<file path="src/rtl/ps2_host_tx.sv">
// ps2_host_tx: host-to-device PS/2 transmitter.
// Sends one command byte to the keyboard over the shared open-drain lines.
// The PS/2 clock and data pins carry an 11-bit frame: start 0, D0..D7,
// odd parity, and stop 1. The device generates the clock. The host changes
// DATA after each falling edge it sees. After the stop bit the device pulls
// DATA low for one more clock as the acknowledge.
//
// Ports:
//   clk_i          board clock
//   rst_n_i        asynchronous active-low reset; releases both lines at once
//   tx_data_i      byte to send, sampled on accept
//   tx_valid_i     request to send tx_data_i
//   tx_ready_o     high only while idle and ready to accept
//   busy_o         high while a transfer is in progress
//                  (tells the receive path to ignore the lines)
//   tx_done_o      one-cycle pulse at the end of a transfer
//   tx_err_o       valid with tx_done_o: 1 = no ACK or timeout
//   ps2_clk_in_i   raw PS2_CLK pin level (asynchronous)
//   ps2_data_in_i  raw PS2_DATA pin level (asynchronous)
//   ps2_clk_oe_o   1 = pull PS2_CLK low, 0 = release
//   ps2_data_oe_o  1 = pull PS2_DATA low, 0 = release
//
// Handshake: a byte is accepted on a rising clk_i edge where
// tx_valid_i & tx_ready_o. tx_valid_i is ignored while tx_ready_o is low.
// tx_ready_o rises the cycle after tx_done_o, so a new request can be
// accepted then.
//
// INHIBIT_CYCLES and START_HOLD_CYCLES must both be at least 1.
module ps2_host_tx #(
    parameter int unsigned INHIBIT_CYCLES    = 5000,
    parameter int unsigned START_HOLD_CYCLES = 50,
    parameter int unsigned TIMEOUT_CYCLES    = 750000
) (
    input  logic       clk_i,
    input  logic       rst_n_i,
    input  logic [7:0] tx_data_i,
    input  logic       tx_valid_i,
    output logic       tx_ready_o,
    output logic       busy_o,
    output logic       tx_done_o,
    output logic       tx_err_o,
    input  logic       ps2_clk_in_i,
    input  logic       ps2_data_in_i,
    output logic       ps2_clk_oe_o,
    output logic       ps2_data_oe_o
);

    localparam int unsigned HOLD_MAX = (INHIBIT_CYCLES > START_HOLD_CYCLES) ?
                                       INHIBIT_CYCLES : START_HOLD_CYCLES;
    localparam int CNT_W = $clog2(HOLD_MAX + 1);
    localparam int TO_W  = $clog2(TIMEOUT_CYCLES + 1);

    localparam logic [CNT_W-1:0] INH_LAST = CNT_W'(INHIBIT_CYCLES - 1);
    localparam logic [CNT_W-1:0] REQ_LAST = CNT_W'(START_HOLD_CYCLES - 1);
    localparam logic [TO_W-1:0]  TO_LAST  = TO_W'(TIMEOUT_CYCLES - 1);

    typedef enum logic [2:0] {
        S_IDLE,
        S_INHIBIT,
        S_REQ,
        S_SHIFT,
        S_ACK,
        S_WAIT_IDLE
    } state_e;

    state_e           state_q;
    logic [1:0]       clk_sync_q;
    logic [1:0]       data_sync_q;
    logic             clk_prev_q;
    logic [9:0]       shift_q;
    logic [3:0]       bit_cnt_q;
    logic [CNT_W-1:0] hold_cnt_q;
    logic [TO_W-1:0]  to_cnt_q;
    logic             ack_err_q;
    logic             tx_ready_q;
    logic             busy_q;
    logic             tx_done_q;
    logic             tx_err_q;
    logic             clk_oe_q;
    logic             data_oe_q;

    logic       clk_s;
    logic       data_s;
    logic       clk_fall;
    logic [9:0] frame_d;
    logic       active;
    logic       to_hit;
    logic       finish;
    logic       finish_err;

    assign clk_s    = clk_sync_q[1];
    assign data_s   = data_sync_q[1];
    assign clk_fall = clk_prev_q & ~clk_s;

    // The stop bit is kept in bit 9 only to make the frame complete.
    // The stop bit is sent by releasing DATA, not by shifting it out.
    assign frame_d = {1'b1, ~^tx_data_i, tx_data_i};

    // The timeout counter runs from the moment CLK is released
    // until the transfer ends.
    assign active = (state_q == S_SHIFT) || (state_q == S_ACK) ||
                    (state_q == S_WAIT_IDLE);
    assign to_hit = active && (to_cnt_q == TO_LAST);

    // The timeout wins over any edge or bus-idle condition
    // that arrives in the same cycle.
    assign finish     = to_hit || ((state_q == S_WAIT_IDLE) && clk_s && data_s);
    assign finish_err = to_hit || ack_err_q;

    always_ff @(posedge clk_i or negedge rst_n_i) begin
        if (!rst_n_i) begin
            state_q     <= S_IDLE;
            // Idle bus level is high.
            // Presetting the synchronizers avoids a false falling edge after reset.
            clk_sync_q  <= 2'b11;
            data_sync_q <= 2'b11;
            clk_prev_q  <= 1'b1;
            shift_q     <= '0;
            bit_cnt_q   <= '0;
            hold_cnt_q  <= '0;
            to_cnt_q    <= '0;
            ack_err_q   <= 1'b0;
            tx_ready_q  <= 1'b1;
            busy_q      <= 1'b0;
            tx_done_q   <= 1'b0;
            tx_err_q    <= 1'b0;
            clk_oe_q    <= 1'b0;
            data_oe_q   <= 1'b0;
        end else begin
            clk_sync_q  <= {clk_sync_q[0], ps2_clk_in_i};
            data_sync_q <= {data_sync_q[0], ps2_data_in_i};
            clk_prev_q  <= clk_s;
            tx_done_q   <= 1'b0;
            tx_err_q    <= 1'b0;

            if (finish) begin
                clk_oe_q  <= 1'b0;
                data_oe_q <= 1'b0;
                tx_done_q <= 1'b1;
                tx_err_q  <= finish_err;
                busy_q    <= 1'b0;
                state_q   <= S_IDLE;
            end else begin
                if (active) begin
                    to_cnt_q <= to_cnt_q + TO_W'(1);
                end
                case (state_q)
                    S_IDLE: begin
                        // The cycle that carries tx_done_o
                        // re-arms tx_ready_o for the next cycle.
                        if (!tx_ready_q) begin
                            tx_ready_q <= 1'b1;
                        end else if (tx_valid_i) begin
                            shift_q    <= frame_d;
                            bit_cnt_q  <= '0;
                            hold_cnt_q <= '0;
                            to_cnt_q   <= '0;
                            ack_err_q  <= 1'b0;
                            tx_ready_q <= 1'b0;
                            busy_q     <= 1'b1;
                            clk_oe_q   <= 1'b1;
                            state_q    <= S_INHIBIT;
                        end
                    end
                    S_INHIBIT: begin
                        if (hold_cnt_q == INH_LAST) begin
                            hold_cnt_q <= '0;
                            data_oe_q  <= 1'b1;   // start bit
                            state_q    <= S_REQ;
                        end else begin
                            hold_cnt_q <= hold_cnt_q + CNT_W'(1);
                        end
                    end
                    S_REQ: begin
                        if (hold_cnt_q == REQ_LAST) begin
                            hold_cnt_q <= '0;
                            to_cnt_q   <= '0;
                            clk_oe_q   <= 1'b0;
                            state_q    <= S_SHIFT;
                        end else begin
                            hold_cnt_q <= hold_cnt_q + CNT_W'(1);
                        end
                    end
                    S_SHIFT: begin
                        if (clk_fall) begin
                            if (bit_cnt_q == 4'd9) begin
                                data_oe_q <= 1'b0;   // stop bit: release the line
                                state_q   <= S_ACK;
                            end else begin
                                // The line is open-drain,
                                // so a '1' bit is sent by releasing it.
                                data_oe_q <= ~shift_q[0];
                                shift_q   <= shift_q >> 1;
                                bit_cnt_q <= bit_cnt_q + 4'd1;
                            end
                        end
                    end
                    S_ACK: begin
                        if (clk_fall) begin
                            ack_err_q <= data_s;
                            state_q   <= S_WAIT_IDLE;
                        end
                    end
                    S_WAIT_IDLE: begin
                        // The exit condition is handled by 'finish' above.
                    end
                    default: begin
                        state_q <= S_IDLE;
                    end
                endcase
            end
        end
    end

    assign tx_ready_o    = tx_ready_q;
    assign busy_o        = busy_q;
    assign tx_done_o     = tx_done_q;
    assign tx_err_o      = tx_err_q;
    assign ps2_clk_oe_o  = clk_oe_q;
    assign ps2_data_oe_o = data_oe_q;

endmodule

</file>
<file path="config.mk">
export PLATFORM = sky130hd
export DESIGN_NAME = ps2_host_tx
export DESIGN_NICKNAME = d
export VERILOG_FILES = /design/src/rtl/ps2_host_tx.sv
export SDC_FILE = /design/constraint.sdc
export NUM_CORES = 1
export LEC_CHECK = 0
export ABC_AREA = 1
export BUFFER_PORTS_ARGS = -buffer_cell sky130_fd_sc_hd__buf_4
export CAP_MARGIN = 10
export CELL_PAD_IN_SITES_DETAIL_PLACEMENT = 1
export CELL_PAD_IN_SITES_GLOBAL_PLACEMENT = 1
export CORE_MARGIN = 2
export CORE_UTILIZATION = 49
export CTS_CLUSTER_SIZE = 16
export DETAILED_ROUTE_END_ITERATION = 16
export PLACE_DENSITY_LB_ADDON = 0.1
export SYNTH_ARGS = -nofsm -noshare
export SYNTH_HDL_FRONTEND = slang
export SYNTH_SLANG_ARGS = --single-unit
</file>
<file path="constraint.sdc">
create_clock -name clk_i -period 4.4 [get_ports clk_i]
set_input_delay 0.88 -clock clk_i [delete_from_list [all_inputs] [get_ports clk_i]]
set_output_delay 0.88 -clock clk_i [all_outputs]
set_load 0.03 [all_outputs]
</file>
==> metrics.md <==
| Metric | Value |
|---|---|
| CTS Buffer Depth | `2` |
| Cell family with most CP delay | `simple AND/OR/NAND/NOR gates` |
| # Max-Cap Violations | `0` |
| Setup violators final | `0` |
| Clk slew on worst S/H paths | `0.07 ns` |
| Mux share of post-synthesis cell area | `less than 1%` |
| Startpoint types | `flip-flop` |
| Slew Limit Fails | `0` |
| R2r setup slk | `roughly 2 ns` |
| Initial drt markers | `90` |
| IO buf count | `18` |
| CP required | `4.63 ns` |
| Crit-path max FO | `15` |
| Diode count | `0` |
| DRC viols | `0` |
| Drt first pass iters | `4` |
| Routability cong. | `0.8199` |
| Clock skew | `about 0.012 ns` |
| Routed Antenna Nets | `0` |
| Worst-skew pair later-pin latency | `between 0.3 and 0.4 ns` |
| Synth Flop Type | `dfrtp_1` |
| Hold Crit Class | `reg2reg` |
| Initial antenna violation count | `0` |
| Die height | `86.39 um` |
| Peak VDD IR | `around 0.00029 V` |
| Clk sink count | `62` |
| First-pass GRT wire length | `around 14 mm` |
| R2R Path End | `shift_q[6]` |
| Maximum clock frequency | `a little over 400 MHz` |
| Setup bufs post-CTS | `0` |
| Actual slew at the worst max-slew pin | `between 0.8 and 0.9 ns` |
| Worst reg-to-reg path cell count | `10` |
| Unique masters post-synth | `37` |
| Lkg Pwr | `between 1.5 and 2 nW` |
| Vias in the first global route | `2985` |
| Compound-Gate Fraction of Synth Area | `under 10%` |
| Top cells by count, synth | `99 x nand2_1, 64 x nor2_1, 56 x dfrtp_1` |
| CP startpoint | `state_q[0]` |
| Top sig layer | `met4` |
| CP bufs+invs | `2` |
| Post-synth EDFFs | `0` |
| Rel. slew slack | `a little under half` |
| Via count | `about 2900` |
| Largest net degree at the start of global routing | `63` |
| Post-Synth XOR/XNOR Area | `about 3.4%` |
| Total track usage | `around a quarter` |
| Post-synthesis simple-gate area fraction | `30.21%` |
| Synth async-reset ratio | `100.0%` |
| Routed vias/inst | `approximately 5.4` |
| Synthesized cell area | `roughly 3300 um^2` |
| Minimum clock period | `about 2.4 ns` |
| Status | `finished clean` |
| Tcrit/Tclk final | `a little under three fifths` |
| H-tree levels | `3` |
| Setup_tns | `0 ns` |
| Syn Area/Cell | `about 8 um^2` |
| RSZ-0062 raised after global routing | `no` |
| Crit path max-delay cell type | `dfrtp_1` |
| Ports | `19` |
| Syn_nets | `around 450` |
| Share of cells above drive strength 1 | `13.00%` |
| Fin. Hold Viols | `0` |
| Post-DP HPWL | `5.967 mm` |
| Syn-to-layout area delta | `10.84%` |
| Crit path capture | `shift_q[6]` |
| Critical Path Max Stage Delay | `approximately 0.45 ns` |
| CP Depth | `10` |
| Post-Route WL | `about 8.3 mm` |
| Area contributors post-synth | `dfrtp_1 42%, nand2_1 11%, nor2_1 7.2%, inv_1 5.3%, dfstp_2 4.7%` |
| M1 wire length | `roughly 3.7 mm` |
| Core ar. | `around 6700 um^2` |
| Yosys top cell by area | `dfrtp_1` |
| Yosys Warn Count | `0` |
| Drt wl/cell | `roughly 16 um` |
| Critical path type | `reg2reg` |
| #FFs+latches synth | `between 60 and 70` |
| Inserted Clock Buffers | `9` |
| Worst EP arrival | `2.68 ns` |
| Sequential area share after synthesis | `46.88%` |
| Reg2reg start | `state_q[0]` |
| Crit path capture type | `flip-flop` |
| Final nets | `around 470` |
| CTS root buf | `clkbuf_8` |
| Hold buffers post-CTS | `0` |
| DIE WIDTH | `86.39 um` |
| Hold WS | `around 0.36 ns` |
| Met2 wire length | `around 4.3 mm` |
| CTS tree | `yes` |
| WL met3 | `roughly 160 um` |
| Pwr/cell area | `roughly 540 nW/um^2` |
| Die area | `around 7500 um^2` |
| GRT Residual Overflow | `0` |
| Post-CTS sizing | `0` |
| Synth Area in Adders | `1.881%` |
| Cell Chain, Critical Path | `inv_1 > nand2_1 > nor2_1 > nand3_1 > nand2_1 > inv_2 > nor2_4 > nand2_1 > nor2_1 > nor2_1` |
| Largest family of logic cells by synthesized area | `simple AND/OR/NAND/NOR gates` |
| Final Total Pwr | `about 2 mW` |
| Row cnt | `30` |
| Initial core utilization | `49.78%` |
| Gate Count Post-Synth | `roughly 430` |
| Top-area cell type share of the netlist area | `around 42%` |
| Most common cell in the netlist | `nand2_1` |
==> metal layers <==
layer,vias to the layer above,track usage (%)
met5,-,0
met4,0,9.375
met3,18,4.857
met2,32,41.33
met1,1409,29.34
li1,1420,-
==> through the flow <==
| stage | util, % | cells | cell area, um^2 | setup WS [ns] |
|---|---|---|---|---|
| floorplan | - | 427 | 3326 | 2.652 |
| global placement | 52.58 | 518 | 3513 | 2.056 |
| detailed placement | 52.58 | 518 | 3513 | 2.015 |
| CTS | 55.17 | 534 | 3686 | 1.934 |
| global route | 55.17 | 534 | 3686 | 1.680 |
| finish | 55.17 | 534 | 3686 | 1.952 |
==> cells in the final DEF, fill, tap and decap left out, types with 2 or more instances in the layout <==
| cell type | instances |
|---|---|
| o22ai_1 | 7 |
| inv_2 | 6 |
| nor3_1 | 6 |
| nor2_2 | 2 |
| or2_2 | 2 |
| clkinv_2 | 2 |
| nand2_1 | 99 |
| clkbuf_8 | 11 |
| nor3b_1 | 2 |
| dfrtp_1 | 56 |
| nand3_2 | 6 |
| nor2_1 | 64 |
| nand4_1 | 7 |
| o21ai_0 | 25 |
| nand2_4 | 2 |
| ha_1 | 5 |
| clkbuf_1 | 3 |
| xor2_1 | 6 |
| inv_1 | 47 |
| a31oi_1 | 3 |
| buf_4 | 18 |
| nand2_2 | 2 |
| nand3_1 | 30 |
| xnor2_1 | 7 |
| a21oi_1 | 19 |
| dfstp_2 | 6 |
==> power by group <==
part | switching [mW] | internal [mW]
clock | 0.218 | 0.234
sequential | 0.0946 | 0.687
combinational | 0.532 | 0.226
==> worst register-to-register path, stage by stage, from the launching register on <==
cell and delay (ns):
dfrtp_1 0.45, inv_1 0.16, nand2_1 0.11, nor2_1 0.21, nand3_1 0.39, nand2_1 0.21
inv_2 0.06, nor2_4 0.29, nand2_1 0.23, nor2_1 0.16, nor2_1 0.07
==> logic make-up after synthesis <==
logic type,Yosys count
xor+xnor,13
buf+inv,60
mux,1
fa+ha+maj,5
simple gates,226
compound gates,60
flops,62
==> worst min-delay path by stage <==
stage                             start            end  slack [ns]  cells after the start
after floorplan           clk_sync_q[0]  clk_sync_q[1]        0.35                      0
after global placement    clk_sync_q[0]  clk_sync_q[1]        0.35                      0
after detailed placement  clk_sync_q[0]  clk_sync_q[1]        0.35                      0
after CTS                 clk_sync_q[0]  clk_sync_q[1]        0.36                      0
after global routing      clk_sync_q[0]  clk_sync_q[1]        0.36                      0
final                     clk_sync_q[0]  clk_sync_q[1]        0.36                      0
==> flip-flops by register name, summed over array words and instances, names as in the netlist <==
signal,flops
clk_sync_q,2
tx_ready_o,1
ps2_data_oe_o,1
data_sync_q,2
to_cnt_q,20
ack_err_q,1
tx_err_o,1
ps2_clk_oe_o,1
shift_q,10
hold_cnt_q,13
busy_o,1
tx_done_o,1
state_q,3
bit_cnt_q,4
clk_prev_q,1
==> area by class of cell <==
type | count | area (um^2)
Fill cell | 845 | 2995
Sequential cell | 62 | 1559
Clock inverter | 2 | 10.01
Inverter | 53 | 198.9
Multi-Input combinational cell | 305 | 1520
Timing Repair Buffer | 18 | 135.1
Clock buffer | 14 | 162.7
Tap cell | 80 | 100.1
Power figures use the tool's default switching activity.
